==> src/rtl/multicycle_control.sv <==
// Multicycle MIPS-style control unit: Moore FSM sequencing fetch, decode and
// per-opcode execute states, plus a retired-instruction counter.
module multicycle_control (
   input  logic        clk,
   input  logic        reset,
   input  logic [5:0]  opcode,
   input  logic        mem_ready,
   output logic        mem_req,
   output logic        iord,
   output logic        irwrite,
   output logic        pcwrite,
   output logic        branch,
   output logic        memwrite,
   output logic        regwrite,
   output logic        regdst,
   output logic        memtoreg,
   output logic        alusrca,
   output logic [1:0]  alusrcb,
   output logic [1:0]  pcsrc,
   output logic [1:0]  aluop,
   output logic [3:0]  state,
   output logic        illegal,
   output logic        instr_done,
   output logic [15:0] retired
);

   typedef enum logic [3:0] {
      S_FETCH  = 4'd0,
      S_DECODE = 4'd1,
      S_MEMADR = 4'd2,
      S_MEMRD  = 4'd3,
      S_MEMWB  = 4'd4,
      S_MEMWR  = 4'd5,
      S_RTEXEC = 4'd6,
      S_RTWB   = 4'd7,
      S_BEQEX  = 4'd8,
      S_ADDIEX = 4'd9,
      S_ADDIWB = 4'd10
   } state_e;

   localparam logic [5:0] OP_RTYPE = 6'd0;
   localparam logic [5:0] OP_BEQ   = 6'd4;
   localparam logic [5:0] OP_ADDI  = 6'd8;
   localparam logic [5:0] OP_LW    = 6'd35;
   localparam logic [5:0] OP_SW    = 6'd43;

   state_e      state_q, state_d;
   logic [15:0] retired_q, retired_d;

   // State register and retired counter; reset overrides every transition.
   always_ff @(posedge clk) begin
      if (reset) begin
         state_q   <= S_FETCH;
         retired_q <= '0;
      end else begin
         state_q   <= state_d;
         retired_q <= retired_d;
      end
   end

   always_comb begin
      state_d = S_FETCH;
      case (state_q)
         S_FETCH:  state_d = mem_ready ? S_DECODE : S_FETCH;
         S_DECODE: begin
            case (opcode)
               OP_LW, OP_SW: state_d = S_MEMADR;
               OP_RTYPE:     state_d = S_RTEXEC;
               OP_BEQ:       state_d = S_BEQEX;
               OP_ADDI:      state_d = S_ADDIEX;
               default:      state_d = S_FETCH;
            endcase
         end
         S_MEMADR: state_d = (opcode == OP_LW) ? S_MEMRD : S_MEMWR;
         S_MEMRD:  state_d = mem_ready ? S_MEMWB : S_MEMRD;
         S_MEMWR:  state_d = mem_ready ? S_FETCH : S_MEMWR;
         S_RTEXEC: state_d = S_RTWB;
         S_ADDIEX: state_d = S_ADDIWB;
         default:  state_d = S_FETCH;
      endcase
   end

   always_comb begin
      mem_req    = 1'b0;
      iord       = 1'b0;
      irwrite    = 1'b0;
      pcwrite    = 1'b0;
      branch     = 1'b0;
      memwrite   = 1'b0;
      regwrite   = 1'b0;
      regdst     = 1'b0;
      memtoreg   = 1'b0;
      alusrca    = 1'b0;
      alusrcb    = 2'b00;
      pcsrc      = 2'b00;
      aluop      = 2'b00;
      illegal    = 1'b0;
      instr_done = 1'b0;
      case (state_q)
         S_FETCH: begin
            // IR/PC load only on the completing cycle, so waits never double-fetch.
            mem_req = 1'b1;
            alusrcb = 2'b01;
            irwrite = mem_ready;
            pcwrite = mem_ready;
         end
         S_DECODE: begin
            alusrcb = 2'b11;
            illegal = !(opcode inside {OP_RTYPE, OP_BEQ, OP_ADDI, OP_LW, OP_SW});
         end
         S_MEMADR: begin
            alusrca = 1'b1;
            alusrcb = 2'b10;
         end
         S_MEMRD: begin
            mem_req = 1'b1;
            iord    = 1'b1;
         end
         S_MEMWB: begin
            memtoreg   = 1'b1;
            regwrite   = 1'b1;
            instr_done = 1'b1;
         end
         S_MEMWR: begin
            mem_req    = 1'b1;
            iord       = 1'b1;
            memwrite   = 1'b1;
            instr_done = mem_ready;
         end
         S_RTEXEC: begin
            alusrca = 1'b1;
            aluop   = 2'b10;
         end
         S_RTWB: begin
            regdst     = 1'b1;
            regwrite   = 1'b1;
            instr_done = 1'b1;
         end
         S_BEQEX: begin
            alusrca    = 1'b1;
            aluop      = 2'b01;
            pcsrc      = 2'b01;
            branch     = 1'b1;
            instr_done = 1'b1;
         end
         S_ADDIEX: begin
            alusrca = 1'b1;
            alusrcb = 2'b10;
         end
         S_ADDIWB: begin
            regwrite   = 1'b1;
            instr_done = 1'b1;
         end
         default: ;
      endcase
   end

   always_comb begin
      retired_d = instr_done ? retired_q + 16'd1 : retired_q;
   end

   assign state   = state_q;
   assign retired = retired_q;

endmodule

==> config.mk <==
export PLATFORM = sky130hd
export DESIGN_NAME = multicycle_control
export DESIGN_NICKNAME = d
export VERILOG_FILES = /design/src/rtl/multicycle_control.sv
export SDC_FILE = /design/constraint.sdc
export NUM_CORES = 1
export LEC_CHECK = 0
export BUFFER_PORTS_ARGS = -buffer_cell sky130_fd_sc_hd__buf_4
export CAP_MARGIN = 25
export CORE_ASPECT_RATIO = 1.4
export CORE_MARGIN = 3
export CORE_UTILIZATION = 44
export CTS_CLUSTER_DIAMETER = 120
export DETAILED_ROUTE_END_ITERATION = 10
export PLACE_DENSITY_LB_ADDON = 0.15
export SYNTH_ARGS = -nofsm -noshare
export SYNTH_HDL_FRONTEND = slang
export SYNTH_SLANG_ARGS = --single-unit
==> constraint.sdc <==
create_clock -name clk -period 1.6 [get_ports clk]
set_input_delay 0.08 -clock clk [delete_from_list [all_inputs] [get_ports clk]]
set_output_delay 0.08 -clock clk [all_outputs]
set_load 0.02 [all_outputs]
==> run metrics <==
Seq/Total Area, Yosys=30.2%; max-capacitance violation count=0; worst-case clock buffer depth=2; Final WS setup=-152 ps; Die H=71.0 um; switching share of power=24.1%; GRT Util Overall=21.2%; CTS tree=built; clk_skew=12.5 ps; grt ovf=0; row count=22; first-pass GRT wire length=6.31 mm; clk slew on worst S/H paths=140 ps; antenna violation net count after detailed routing=0; Static Leak=0.839 nW; cell-internal power=0.000816 W; diode count=0; Skew-Pair Late Insertion Delay=310 ps; #FFs+latches synth=20; number of global-route vias before repair=1463; DP HPWL=2.73 mm; max-slew violations=0; Fin. Hold Viols=0; Setup CP Type=reg2reg; die footprint=3720 sq um; Post-Syn Area=1330 sq um; period utilisation layout=109%; initial antenna violation count=0; DR vias/cell=5.75; Min-Delay Path Class=in2reg; WL per Instance=15.0 um; Pre-antenna DRT Iters=4; IO Pins=47; global placement routability congestion=0.896; Net Count, Synth=180; sw power=0.000260 W; DR iter-0 viols=36; count of warnings emitted by yosys=0; detailed-route wire length=4.07 mm; CP required=1850 ps; layout cell share with drive strength beyond 1=47.0%; register area=410 sq um; Die Width=52.4 um; Arr. time, crit path=2000 ps; status=complete, but fails checks; maximum vdd drop=0.413 mV; total CTS buffers=3; Synth Flop Type=dfxtp_1; min Tclk post-route=1750 ps; placed insts=256; Max Freq=571 MHz; # fillers=231; Sink Count=20; ys async rst share=0%; EDFF count, synth=0; area of the multi-input gates=941 sq um; Clock Root Buffer=clkbuf_4; Seq pwr share=46.6%; startpoint types=flop; largest net degree at the start of global routing=19; vias=1563; Syn Inst Count=170; unrepaired setup endpoints after global routing=yes; dpl ws=-84.4 ps; fin cells=272; CP Max Fanout=7; port bufs=45; share of total power in the clock network=40.0%; synth unique cells=41; number of remaining DRC errors=0; syn avg cell area=7.80 sq um; CP endpoint kind=flop; htree depth=1; failing checks=setup timing; Core Box Area=2750 sq um; starting density of the core=48.2%; Gate power share=13.3%; nets@finish=247; synthesis-to-finish area growth=58.1%; final setup violation count=17; Pwr Density=513 nW/um^2
[critical path, stage by stage (launching register included)]
cell and delay (ps):
dfxtp_4 390, nor4b_4 360, a311oi_4 90, buf_4 180, buf_16 130, or4_4 410
a21oi_2 130
[metal layers]
layer / GRT usage, % / vias to the layer above / wire length [um]
met3: 1.89 / 8 / 199
li1: - / 764 / -
met2: 38.4 / 53 / 2260
met4: 7.95 / 0 / 59
met1: 24.6 / 738 / 1550
met5: 0 / - / 0
[timing repair]
item	CTS	global route
pin swaps	4	5
cloned	2	0
hold buffers	0	0
setup buffers	8	3
endpoints found under the setup margin	14	27
gates resized for setup	8	21
[metrics by stage]
stage / util, % / setup TNS [ps] / hold slack, ps / power (W) / instance area (sq um)
CTS: 72.5 / -877 / 62.3 / 0.00107 / 2000
global placement: 65.2 / 0 / 382 / 0.000634 / 1800
floorplan: - / -1800 / 224 / 0.000587 / 1350
global route: 76.2 / -2730 / 80.4 / 0.00110 / 2100
finish: 76.2 / -968 / 71.0 / 0.00108 / 2100
detailed placement: 65.2 / -179 / 394 / 0.000638 / 1800
[final cells by class]
class	count	share of cell area, %
Timing Repair Buffer	78	30.2
Clock buffer	3	1.07
Sequential cell	20	19.6
Multi-Input combinational cell	130	44.9
Inverter	4	0.716
Clock inverter	1	1.43
Tap cell	36	2.15
[synth_stat cells (3+ instances only)]
| cell type | instances | area, sq um |
|---|---|---|
| or3_1 | 8 | 50.1 |
| nand3_1 | 10 | 50.1 |
| and3_1 | 3 | 18.8 |
| nor2_1 | 11 | 41.3 |
| nor3_1 | 6 | 30.0 |
| buf_6 | 3 | 33.8 |
| dfxtp_1 | 20 | 400 |
| clkbuf_1 | 5 | 18.8 |
| a21oi_1 | 19 | 95.1 |
| nand2b_1 | 5 | 31.3 |
| inv_1 | 4 | 15.0 |
| o21ai_0 | 12 | 60.1 |
| nand4_1 | 4 | 25.0 |
| or4_1 | 8 | 60.1 |
| nor4_1 | 3 | 18.8 |
| nor3b_1 | 3 | 22.5 |
| nand2_1 | 5 | 18.8 |
| buf_4 | 5 | 37.5 |
| o31ai_1 | 7 | 52.6 |
[registers in the layout, summed over array words and instances (netlist names)]
signal / flops
state: 4
retired: 16
[kinds of logic (layout without fill, tap and decap cells)]
family | count (synthesis) | in the layout | synth area share, %
AND/OR/NAND/NOR | 77 | 77 | 35.0
AO/OA/AOI/OAI | 45 | 45 | 20.4
flip-flops | 20 | 20 | 30.2
buffers and inverters | 20 | 86 | 8.87
XOR/XNOR | 3 | 3 | 1.98
multiplexers | 3 | 3 | 2.36
adder cells (fa/ha/maj) | 1 | 1 | 0.943
other | 1 | 1 | 0.283
[power by group through the flow]
stage	sequential [W]	combinational, W	clock [W]
after detailed placement	0.000514	0.000125	0
after global routing	0.000502	0.000152	0.000450
after global placement	0.000514	0.000120	0
final	0.000501	0.000143	0.000430
after CTS	0.000501	0.000136	0.000431
after floorplan	0.000515	0.0000723	0
[worst paths after layout]
check,start,end,slack [ps],cells past startpoint
hold reg to reg,retired[15],retired[15],500,2
setup / recovery,state[1],retired[14],-150,6
hold / removal,reset,retired[0],70,2
setup reg to reg,state[1],retired[14],-150,6
[cell usage in the layout, fill, tap and decap left out, types with 3 or more instances in the layout]
cell type	instances
a21oi_1	17
o31ai_1	7
and3_1	3
or4_4	3
or4_1	5
nand2b_4	3
inv_1	4
clkbuf_4	3
nor4_1	3
or3_1	8
nor3_1	5
o21ai_0	6
nor2_1	10
buf_4	72
nand2_1	5
dfxtp_1	16
o21ai_1	6
nand3_1	9
nand4_1	4
buf_6	4
(Power assumes the default switching activity.)
